File: src/rtl/wb_port_arbiter_if.sv
`timescale 1ns/1ps
`default_nettype none
//------------------------------------------------------------------------------
// Module      : wb_port_arbiter_if
// Description : Bundles the signals between the write-back stage, the late
//               result source, the issue logic and the register-file write
//               port. The interface covers the three request paths and the
//               arbitrated write port.
//               slave  : arbiter view. Receives i_* and drives or_*.
//               master : environment view. Drives i_* and receives or_*.
//               Signals:
//                 i_pipe_write/_rd_addr/_rd_data : pipeline write-back request
//                 i_lsu_valid/_rd_addr/_rd_data  : late result, valid/ready handshake
//                 or_lsu_ready                   : late-result queue not full
//                 i_issue_valid/_rd              : long-latency issue
//                 or_rd_write/_addr/_data        : register-file write port
//                 or_stall                       : pipeline must hold its request
//                 or_busy_mask                   : outstanding long-latency destinations
// Revision    : 1.0 - initial release
//------------------------------------------------------------------------------
`ifndef XADDR
`define XADDR 5
`endif
`ifndef XLEN
`define XLEN 32
`endif

interface wb_port_arbiter_if;
    logic                i_pipe_write;
    logic [`XADDR-1:0]   i_pipe_rd_addr;
    logic [`XLEN-1:0]    i_pipe_rd_data;
    logic                i_lsu_valid;
    logic [`XADDR-1:0]   i_lsu_rd_addr;
    logic [`XLEN-1:0]    i_lsu_rd_data;
    logic                or_lsu_ready;
    logic                i_issue_valid;
    logic [`XADDR-1:0]   i_issue_rd;
    logic                or_rd_write;
    logic [`XADDR-1:0]   or_rd_addr;
    logic [`XLEN-1:0]    or_rd_data;
    logic                or_stall;
    logic [31:0]         or_busy_mask;

    modport slave (
        input  i_pipe_write, i_pipe_rd_addr, i_pipe_rd_data,
        input  i_lsu_valid, i_lsu_rd_addr, i_lsu_rd_data,
        output or_lsu_ready,
        input  i_issue_valid, i_issue_rd,
        output or_rd_write, or_rd_addr, or_rd_data,
        output or_stall, or_busy_mask
    );

    modport master (
        output i_pipe_write, i_pipe_rd_addr, i_pipe_rd_data,
        output i_lsu_valid, i_lsu_rd_addr, i_lsu_rd_data,
        input  or_lsu_ready,
        output i_issue_valid, i_issue_rd,
        input  or_rd_write, or_rd_addr, or_rd_data,
        input  or_stall, or_busy_mask
    );
endinterface
`default_nettype wire

File: src/rtl/wb_port_arbiter.sv
`timescale 1ns/1ps
`default_nettype none
//------------------------------------------------------------------------------
// Module      : wb_port_arbiter
// Description : Shares the single register-file write port between the
//               in-order pipeline write-back and a queue of late
//               (long-latency) results. The pipeline has priority, but a
//               starvation counter forces the queue head through after
//               STARVE_LIMIT denied cycles. The block also keeps a busy-register
//               scoreboard for the hazard unit.
// Ports       : i_clk   - clock, rising edge
//               i_rst_n - asynchronous active-low reset
//               bus     - wb_port_arbiter_if.slave. Carries the pipeline, LSU
//                         and issue requests, the write port, the stall and
//                         the busy mask.
// Revision    : 1.0 - initial release
//------------------------------------------------------------------------------
`ifndef XADDR
`define XADDR 5
`endif
`ifndef XLEN
`define XLEN 32
`endif

module wb_port_arbiter #(
    parameter int unsigned FIFO_DEPTH   = 2,
    parameter int unsigned STARVE_LIMIT = 4
) (
    input wire logic          i_clk,
    input wire logic          i_rst_n,
    wb_port_arbiter_if.slave  bus
);
    localparam int unsigned c_IDX_W = (FIFO_DEPTH > 1) ? $clog2(FIFO_DEPTH) : 1;
    localparam int unsigned c_PTR_W = c_IDX_W + 1;
    localparam logic [3:0]  c_LIMIT = 4'(STARVE_LIMIT);

    // Queue storage (data path only, no reset needed)
    logic [`XADDR-1:0]  fifo_addr [FIFO_DEPTH];
    logic [`XLEN-1:0]   fifo_data [FIFO_DEPTH];

    logic [c_PTR_W-1:0] wr_ptr_q, wr_ptr_d;
    logic [c_PTR_W-1:0] rd_ptr_q, rd_ptr_d;
    logic [3:0]         wait_cnt_q, wait_cnt_d;
    logic               rd_write_q, rd_write_d;
    logic [`XADDR-1:0]  rd_addr_q, rd_addr_d;
    logic [`XLEN-1:0]   rd_data_q, rd_data_d;
    logic [31:0]        busy_mask_q, busy_mask_d;

    logic               w_empty;
    logic               w_full;
    logic               w_push;
    logic               w_forced;
    logic               w_grant_q;
    logic               w_grant_p;
    logic [`XADDR-1:0]  w_head_addr;
    logic [`XLEN-1:0]   w_head_data;

    // Extended pointers: equal means empty; equal index with differing MSB means full
    assign w_empty = (wr_ptr_q == rd_ptr_q);
    assign w_full  = (wr_ptr_q[c_IDX_W-1:0] == rd_ptr_q[c_IDX_W-1:0]) &&
                     (wr_ptr_q[c_IDX_W] != rd_ptr_q[c_IDX_W]);

    assign w_head_addr = fifo_addr[rd_ptr_q[c_IDX_W-1:0]];
    assign w_head_data = fifo_data[rd_ptr_q[c_IDX_W-1:0]];

    // Readiness uses the registered full flag only, so a same-cycle pop never
    // opens a slot for a push.
    assign w_push    = bus.i_lsu_valid && !w_full;
    assign w_forced  = !w_empty && bus.i_pipe_write && (wait_cnt_q == c_LIMIT);
    assign w_grant_q = !w_empty && (!bus.i_pipe_write || w_forced);
    assign w_grant_p = bus.i_pipe_write && !w_grant_q;

    assign bus.or_lsu_ready = !w_full;
    assign bus.or_stall     = w_forced;
    assign bus.or_rd_write  = rd_write_q;
    assign bus.or_rd_addr   = rd_addr_q;
    assign bus.or_rd_data   = rd_data_q;
    assign bus.or_busy_mask = busy_mask_q;

    always_comb begin
        wr_ptr_d    = wr_ptr_q;
        rd_ptr_d    = rd_ptr_q;
        wait_cnt_d  = wait_cnt_q;
        rd_write_d  = 1'b0;
        rd_addr_d   = rd_addr_q;
        rd_data_d   = rd_data_q;
        busy_mask_d = busy_mask_q;

        if (w_push) begin
            wr_ptr_d = wr_ptr_q + 1'b1;
        end
        if (w_grant_q) begin
            rd_ptr_d = rd_ptr_q + 1'b1;
        end

        // Starvation counter: counts denied cycles of a present head
        if (w_empty || w_grant_q) begin
            wait_cnt_d = 4'd0;
        end else if (wait_cnt_q < c_LIMIT) begin
            wait_cnt_d = wait_cnt_q + 4'd1;
        end

        // Writes to x0 are consumed but never reach the register file
        if (w_grant_q) begin
            rd_addr_d  = w_head_addr;
            rd_data_d  = w_head_data;
            rd_write_d = (w_head_addr != '0);
        end else if (w_grant_p) begin
            rd_addr_d  = bus.i_pipe_rd_addr;
            rd_data_d  = bus.i_pipe_rd_data;
            rd_write_d = (bus.i_pipe_rd_addr != '0);
        end

        // Clear first, then set, so a same-cycle issue keeps the register busy
        if (w_grant_q) begin
            busy_mask_d[w_head_addr] = 1'b0;
        end
        if (bus.i_issue_valid && (bus.i_issue_rd != '0)) begin
            busy_mask_d[bus.i_issue_rd] = 1'b1;
        end
        busy_mask_d[0] = 1'b0;
    end

    always_ff @(posedge i_clk or negedge i_rst_n) begin
        if (!i_rst_n) begin
            wr_ptr_q    <= '0;
            rd_ptr_q    <= '0;
            wait_cnt_q  <= 4'd0;
            rd_write_q  <= 1'b0;
            rd_addr_q   <= '0;
            rd_data_q   <= '0;
            busy_mask_q <= 32'd0;
        end else begin
            wr_ptr_q    <= wr_ptr_d;
            rd_ptr_q    <= rd_ptr_d;
            wait_cnt_q  <= wait_cnt_d;
            rd_write_q  <= rd_write_d;
            rd_addr_q   <= rd_addr_d;
            rd_data_q   <= rd_data_d;
            busy_mask_q <= busy_mask_d;
        end
    end

    always_ff @(posedge i_clk) begin
        if (w_push) begin
            fifo_addr[wr_ptr_q[c_IDX_W-1:0]] <= bus.i_lsu_rd_addr;
            fifo_data[wr_ptr_q[c_IDX_W-1:0]] <= bus.i_lsu_rd_data;
        end
    end
endmodule
`default_nettype wire

File: src/flat_wrapper.sv
// flat-port wrapper written by rule: the top's interface ports become plain ports
module wb_port_arbiter_flat 
#(
    parameter int unsigned FIFO_DEPTH   = 2,
    parameter int unsigned STARVE_LIMIT = 4
)
  (i_clk, i_rst_n, bus_i_pipe_write, bus_i_pipe_rd_addr, bus_i_pipe_rd_data, bus_i_lsu_valid, bus_i_lsu_rd_addr, bus_i_lsu_rd_data, bus_or_lsu_ready, bus_i_issue_valid, bus_i_issue_rd, bus_or_rd_write, bus_or_rd_addr, bus_or_rd_data, bus_or_stall, bus_or_busy_mask);
  wb_port_arbiter_if bus_i ();
  input wire logic i_clk;
  input wire logic i_rst_n;
  input wire logic [$bits(bus_i.i_pipe_write)-1:0] bus_i_pipe_write;
  input wire logic [$bits(bus_i.i_pipe_rd_addr)-1:0] bus_i_pipe_rd_addr;
  input wire logic [$bits(bus_i.i_pipe_rd_data)-1:0] bus_i_pipe_rd_data;
  input wire logic [$bits(bus_i.i_lsu_valid)-1:0] bus_i_lsu_valid;
  input wire logic [$bits(bus_i.i_lsu_rd_addr)-1:0] bus_i_lsu_rd_addr;
  input wire logic [$bits(bus_i.i_lsu_rd_data)-1:0] bus_i_lsu_rd_data;
  output wire logic [$bits(bus_i.or_lsu_ready)-1:0] bus_or_lsu_ready;
  input wire logic [$bits(bus_i.i_issue_valid)-1:0] bus_i_issue_valid;
  input wire logic [$bits(bus_i.i_issue_rd)-1:0] bus_i_issue_rd;
  output wire logic [$bits(bus_i.or_rd_write)-1:0] bus_or_rd_write;
  output wire logic [$bits(bus_i.or_rd_addr)-1:0] bus_or_rd_addr;
  output wire logic [$bits(bus_i.or_rd_data)-1:0] bus_or_rd_data;
  output wire logic [$bits(bus_i.or_stall)-1:0] bus_or_stall;
  output wire logic [$bits(bus_i.or_busy_mask)-1:0] bus_or_busy_mask;
  assign bus_i.i_pipe_write = bus_i_pipe_write;
  assign bus_i.i_pipe_rd_addr = bus_i_pipe_rd_addr;
  assign bus_i.i_pipe_rd_data = bus_i_pipe_rd_data;
  assign bus_i.i_lsu_valid = bus_i_lsu_valid;
  assign bus_i.i_lsu_rd_addr = bus_i_lsu_rd_addr;
  assign bus_i.i_lsu_rd_data = bus_i_lsu_rd_data;
  assign bus_or_lsu_ready = bus_i.or_lsu_ready;
  assign bus_i.i_issue_valid = bus_i_issue_valid;
  assign bus_i.i_issue_rd = bus_i_issue_rd;
  assign bus_or_rd_write = bus_i.or_rd_write;
  assign bus_or_rd_addr = bus_i.or_rd_addr;
  assign bus_or_rd_data = bus_i.or_rd_data;
  assign bus_or_stall = bus_i.or_stall;
  assign bus_or_busy_mask = bus_i.or_busy_mask;
  wb_port_arbiter #(.FIFO_DEPTH(FIFO_DEPTH), .STARVE_LIMIT(STARVE_LIMIT)) u_core (.i_clk(i_clk), .i_rst_n(i_rst_n), .bus(bus_i));
endmodule
File: config.mk
export PLATFORM = sky130hd
export DESIGN_NAME = wb_port_arbiter_flat
export DESIGN_NICKNAME = d
export VERILOG_FILES = /design/src/rtl/wb_port_arbiter_if.sv /design/src/rtl/wb_port_arbiter.sv /design/src/flat_wrapper.sv
export SDC_FILE = /design/constraint.sdc
export NUM_CORES = 1
export LEC_CHECK = 0
export CAP_MARGIN = 20
export CORE_ASPECT_RATIO = 0.5
export CORE_MARGIN = 5
export CORE_UTILIZATION = 35
export CTS_CLUSTER_SIZE = 24
export DETAILED_ROUTE_END_ITERATION = 12
export PLACE_DENSITY_LB_ADDON = 0.3
export SLEW_MARGIN = 20
export SYNTH_ARGS = -nofsm -noshare
export SYNTH_HDL_FRONTEND = slang
export SYNTH_SLANG_ARGS = --single-unit
File: constraint.sdc
create_clock -name i_clk -period 5.6 [get_ports i_clk]
set_input_delay 0.56 -clock i_clk [delete_from_list [all_inputs] [get_ports i_clk]]
set_output_delay 0.56 -clock i_clk [all_outputs]
set_load 0.05 [all_outputs]
==> flow_metrics.env <==
export IMPL_vias_per_cell=5.186
export IMPL_cts_path_max_buffers=2
export IMPL_critPathBufInv=2
export IMPL_r2r_cells=7
export IMPL_die_h_um=107.0
export IMPL_tightest_slew_ns=0.9802
export IMPL_syn_avg_cell_area_um2=11.92
export IMPL_power_mw=6.014
export IMPL_multi_input_area_um2=2132
export IMPL_ys_seq_area_share_pct=63.05
export IMPL_finalNetCount=778
export IMPL_top_layer="met4"
export IMPL_fp_row_count=35
export IMPL_rsz0062_at_grt="no"
export IMPL_ys_seq_elements=151
export IMPL_synthFlopType="dfrtp_1"
export IMPL_syn_to_final_growth_pct=36.89
export IMPL_period_share_pct=57.59
export IMPL_r2r_start="u_core.wait_cnt_q[0]"
export IMPL_fmax_ghz=0.3101
export IMPL_vdd_drop_max_uv=348.3
export IMPL_min_path_type="in -> async"
export IMPL_drc=0
export IMPL_antenna_cells=0
export IMPL_power_leakage_nw=3.525
export IMPL_worst_r2r_endpoint="u_core.bus.or_busy_mask[26]"
export IMPL_setup_worst_path_class="reg -> out"
export IMPL_slew_headroom_pct=34.35
export IMPL_start_util_pct=35.69
export IMPL_globalRouteOverflowTotal=0
export IMPL_postSynth_asyncResetShare_pct=50.99
export IMPL_met3_length_um=766
export IMPL_fin_skew_ns=0.01366
export IMPL_cts_tree="done"
export IMPL_fp_dieW_um=203.9
export IMPL_status="completed"
export IMPL_end_kind="output port"
export IMPL_synth_cells=552
export IMPL_cp_top_family="buffers and inverters"
export IMPL_num_vias=4999
export IMPL_regArea_um2=4150
export IMPL_max_stage_delay_ns=0.84
export IMPL_drive_gt1_share_pct=7.660
export IMPL_totalWireLength_um=17980
export IMPL_wl_per_cell_um=18.66
export IMPL_drt_iter0_markers=315
export IMPL_io_pins=156
export IMPL_crit_path_top_delay_cell="clkdlybuf4s50_1"
export IMPL_setup_violations=0
export IMPL_ant_nets=0
export IMPL_critPathMaxFanout=15
export IMPL_netlist_area_um2=6580
export IMPL_power_density_nw_per_um2=667.7
export IMPL_grt_max_degree=78
export IMPL_dieArea_um2=21810
export IMPL_post_route_min_period_ns=3.225
export IMPL_nFillCells=1658
export IMPL_synth_top_area_share_pct=33.77
export IMPL_hold_viol=0
export IMPL_grt_pass1_vias=5004
export IMPL_setup_tns_ns=0
export IMPL_gp_congestion=0.7664
export IMPL_worst_path_stages=5
export IMPL_synth_edf_count=74
export IMPL_synthTopCellsByArea="edfxtp_1 34%, dfrtp_1 29%, mux2i_1 5.6%, a221oi_1 4.4%, nand2_1 3.5%"
export IMPL_drt_pass1_iterations=5
export IMPL_synthDistinctLibCells=48
export IMPL_cp_arrival_ns=2.66
export IMPL_clock_sinks=151
export IMPL_yosys_warnings=0
export IMPL_r2r_slack_ns=2.90
export IMPL_drt_met1_wl_um=8176
export IMPL_clkTransAtPathRegs_ns=0.07
export IMPL_htree_levels=4
export IMPL_required_ns=5.04
export IMPL_post_cts_buffers=0
export IMPL_fp_coreArea_um2=18440
export IMPL_hpwl_um=11990
export IMPL_ctsRootBufferMaster="clkbuf_16"
export IMPL_critPathLaunchType="flop"
export IMPL_slew_viol_final=0
export IMPL_wl_met2_um=8853
export IMPL_postCtsHoldBufs=0
export IMPL_grt_pass1_wl_um=27920
export IMPL_worstPathCellList="inv_1 -> ha_1 -> nand3b_1 -> nor3_1 -> clkdlybuf4s50_1"
export IMPL_cts_resized_gates=0
export IMPL_cap_violations=0
export IMPL_port_buffers=154
export IMPL_antenna_found_initial=0
export IMPL_synth_top_cell_by_area="edfxtp_1"
export IMPL_track_usage_pct=16.48
export IMPL_clock_latency_ns=0.43
export IMPL_cts_buffers=17
export IMPL_synth_fp_nets=638
==> layer usage <==
layer	vias to the layer above	global-route usage (%)
met5	-	0
met4	0	5.195
met3	18	3.385
met2	124	27.06
met1	2514	22.16
li1	2343	-
==> how the worst max path moves through the flow <==
stage | from | to | slack (ns)
global route | u_core.wait_cnt_q[0] | bus_or_stall | 2.14
detailed placement | bus_i_pipe_write | bus_or_stall | 2.64
finish | u_core.wait_cnt_q[0] | bus_or_stall | 2.38
floorplan | u_core.rd_ptr_q[0] | u_core.fifo_addr[0][0] | 2.22
CTS | u_core.wait_cnt_q[0] | bus_or_stall | 2.34
global placement | bus_i_pipe_write | bus_or_stall | 2.63
==> Yosys cell counts (2+ instances only) <==
cell      count
or3_1         2
a21oi_1       5
xor2_2        2
mux2_1        2
nor3_1       13
mux2i_1      37
o31ai_1      26
xnor2_1       6
buf_2        12
nand2b_1      2
o41ai_1       4
edfxtp_1     74
a221oi_1     33
buf_1         4
inv_1        44
and2_1        2
dfrtp_1      77
o21ai_1      42
nor3b_1       2
nor2b_1       2
ha_1          2
a221o_1       2
clkbuf_1     23
a22oi_1       3
nor2_1       13
a31oi_1      34
nand2_1      62
buf_4         2
==> flip-flops by register name (all words and copies together) (netlist names) <==
name,flops
u_core.bus.or_rd_addr,5
u_core.fifo_data,64
u_core.fifo_addr,10
u_core.bus.or_rd_data,32
u_core.rd_ptr_q,2
u_core.wr_ptr_q,2
u_core.bus.or_rd_write,1
u_core.wait_cnt_q,4
u_core.bus.or_busy_mask,31
==> kinds of logic (layout without fill, tap and decap cells) <==
family	Yosys count	count (layout)	synth area share, %
other cells	1	1	0.05699
flops	151	151	63.05
compound gates	159	159	16.64
fa+ha+maj	2	2	0.3802
mux	40	40	6.142
simple gates	105	105	7.111
buf+inv	85	238	5.191
xor+xnor	9	9	1.426
==> worst reg2reg max path, stage by stage, from the launching register on <==
cell and delay, ns:
dfrtp_1 0.41, inv_1 0.07, ha_1 0.14, nand3b_1 0.44
buf_4 0.44, a221o_1 0.63, o31ai_1 0.37, nand2_1 0.09
==> cell type report <==
type,instances,area share [%]
Tap cell,259,3.598
Inverter,44,1.834
Sequential cell,151,46.08
Clock buffer,17,4.723
Timing Repair Buffer,162,18.10
Multi-Input combinational cell,316,23.67
Clock inverter,15,2.000
==> where the power goes <==
part           switching (mW)  total [mW]  internal, mW
Clock                   0.509        1.18         0.676
Sequential              0.231        1.86          1.63
Combinational            2.01        2.97         0.956
==> cell usage in the layout (no fill, tap or decap), types with 3 or more instances in the layout <==
cell and count:
clkdlybuf4s50_1 152, dfrtp_1 76, edfxtp_1 74, nand2_1 62
inv_1 44, o21ai_1 41, mux2i_1 37, a31oi_1 34
a221oi_1 33, o31ai_1 26, clkbuf_16 17, nor3_1 13
nor2_1 11, buf_4 6, a21oi_1 5, o41ai_1 4
xnor2_1 4, inv_6 4, inv_8 4, a22oi_1 3
==> per-stage QoR <==
step	setup WS, ns	instance area, um^2	utilization, %	hold WS, ns	std cells
6_report	2.375	9007	48.86	0.1588	964
5_1_grt	2.142	9007	48.86	0.2220	964
4_1_cts	2.344	8956	48.58	0.3585	962
3_5_place_dp	2.643	8351	45.29	0.4949	930
3_3_place_gp	2.627	8351	45.29	0.4907	930
2_1_floorplan	2.222	6580	-	0.2644	552
Note: power is estimated with default switching activity, not from simulation.
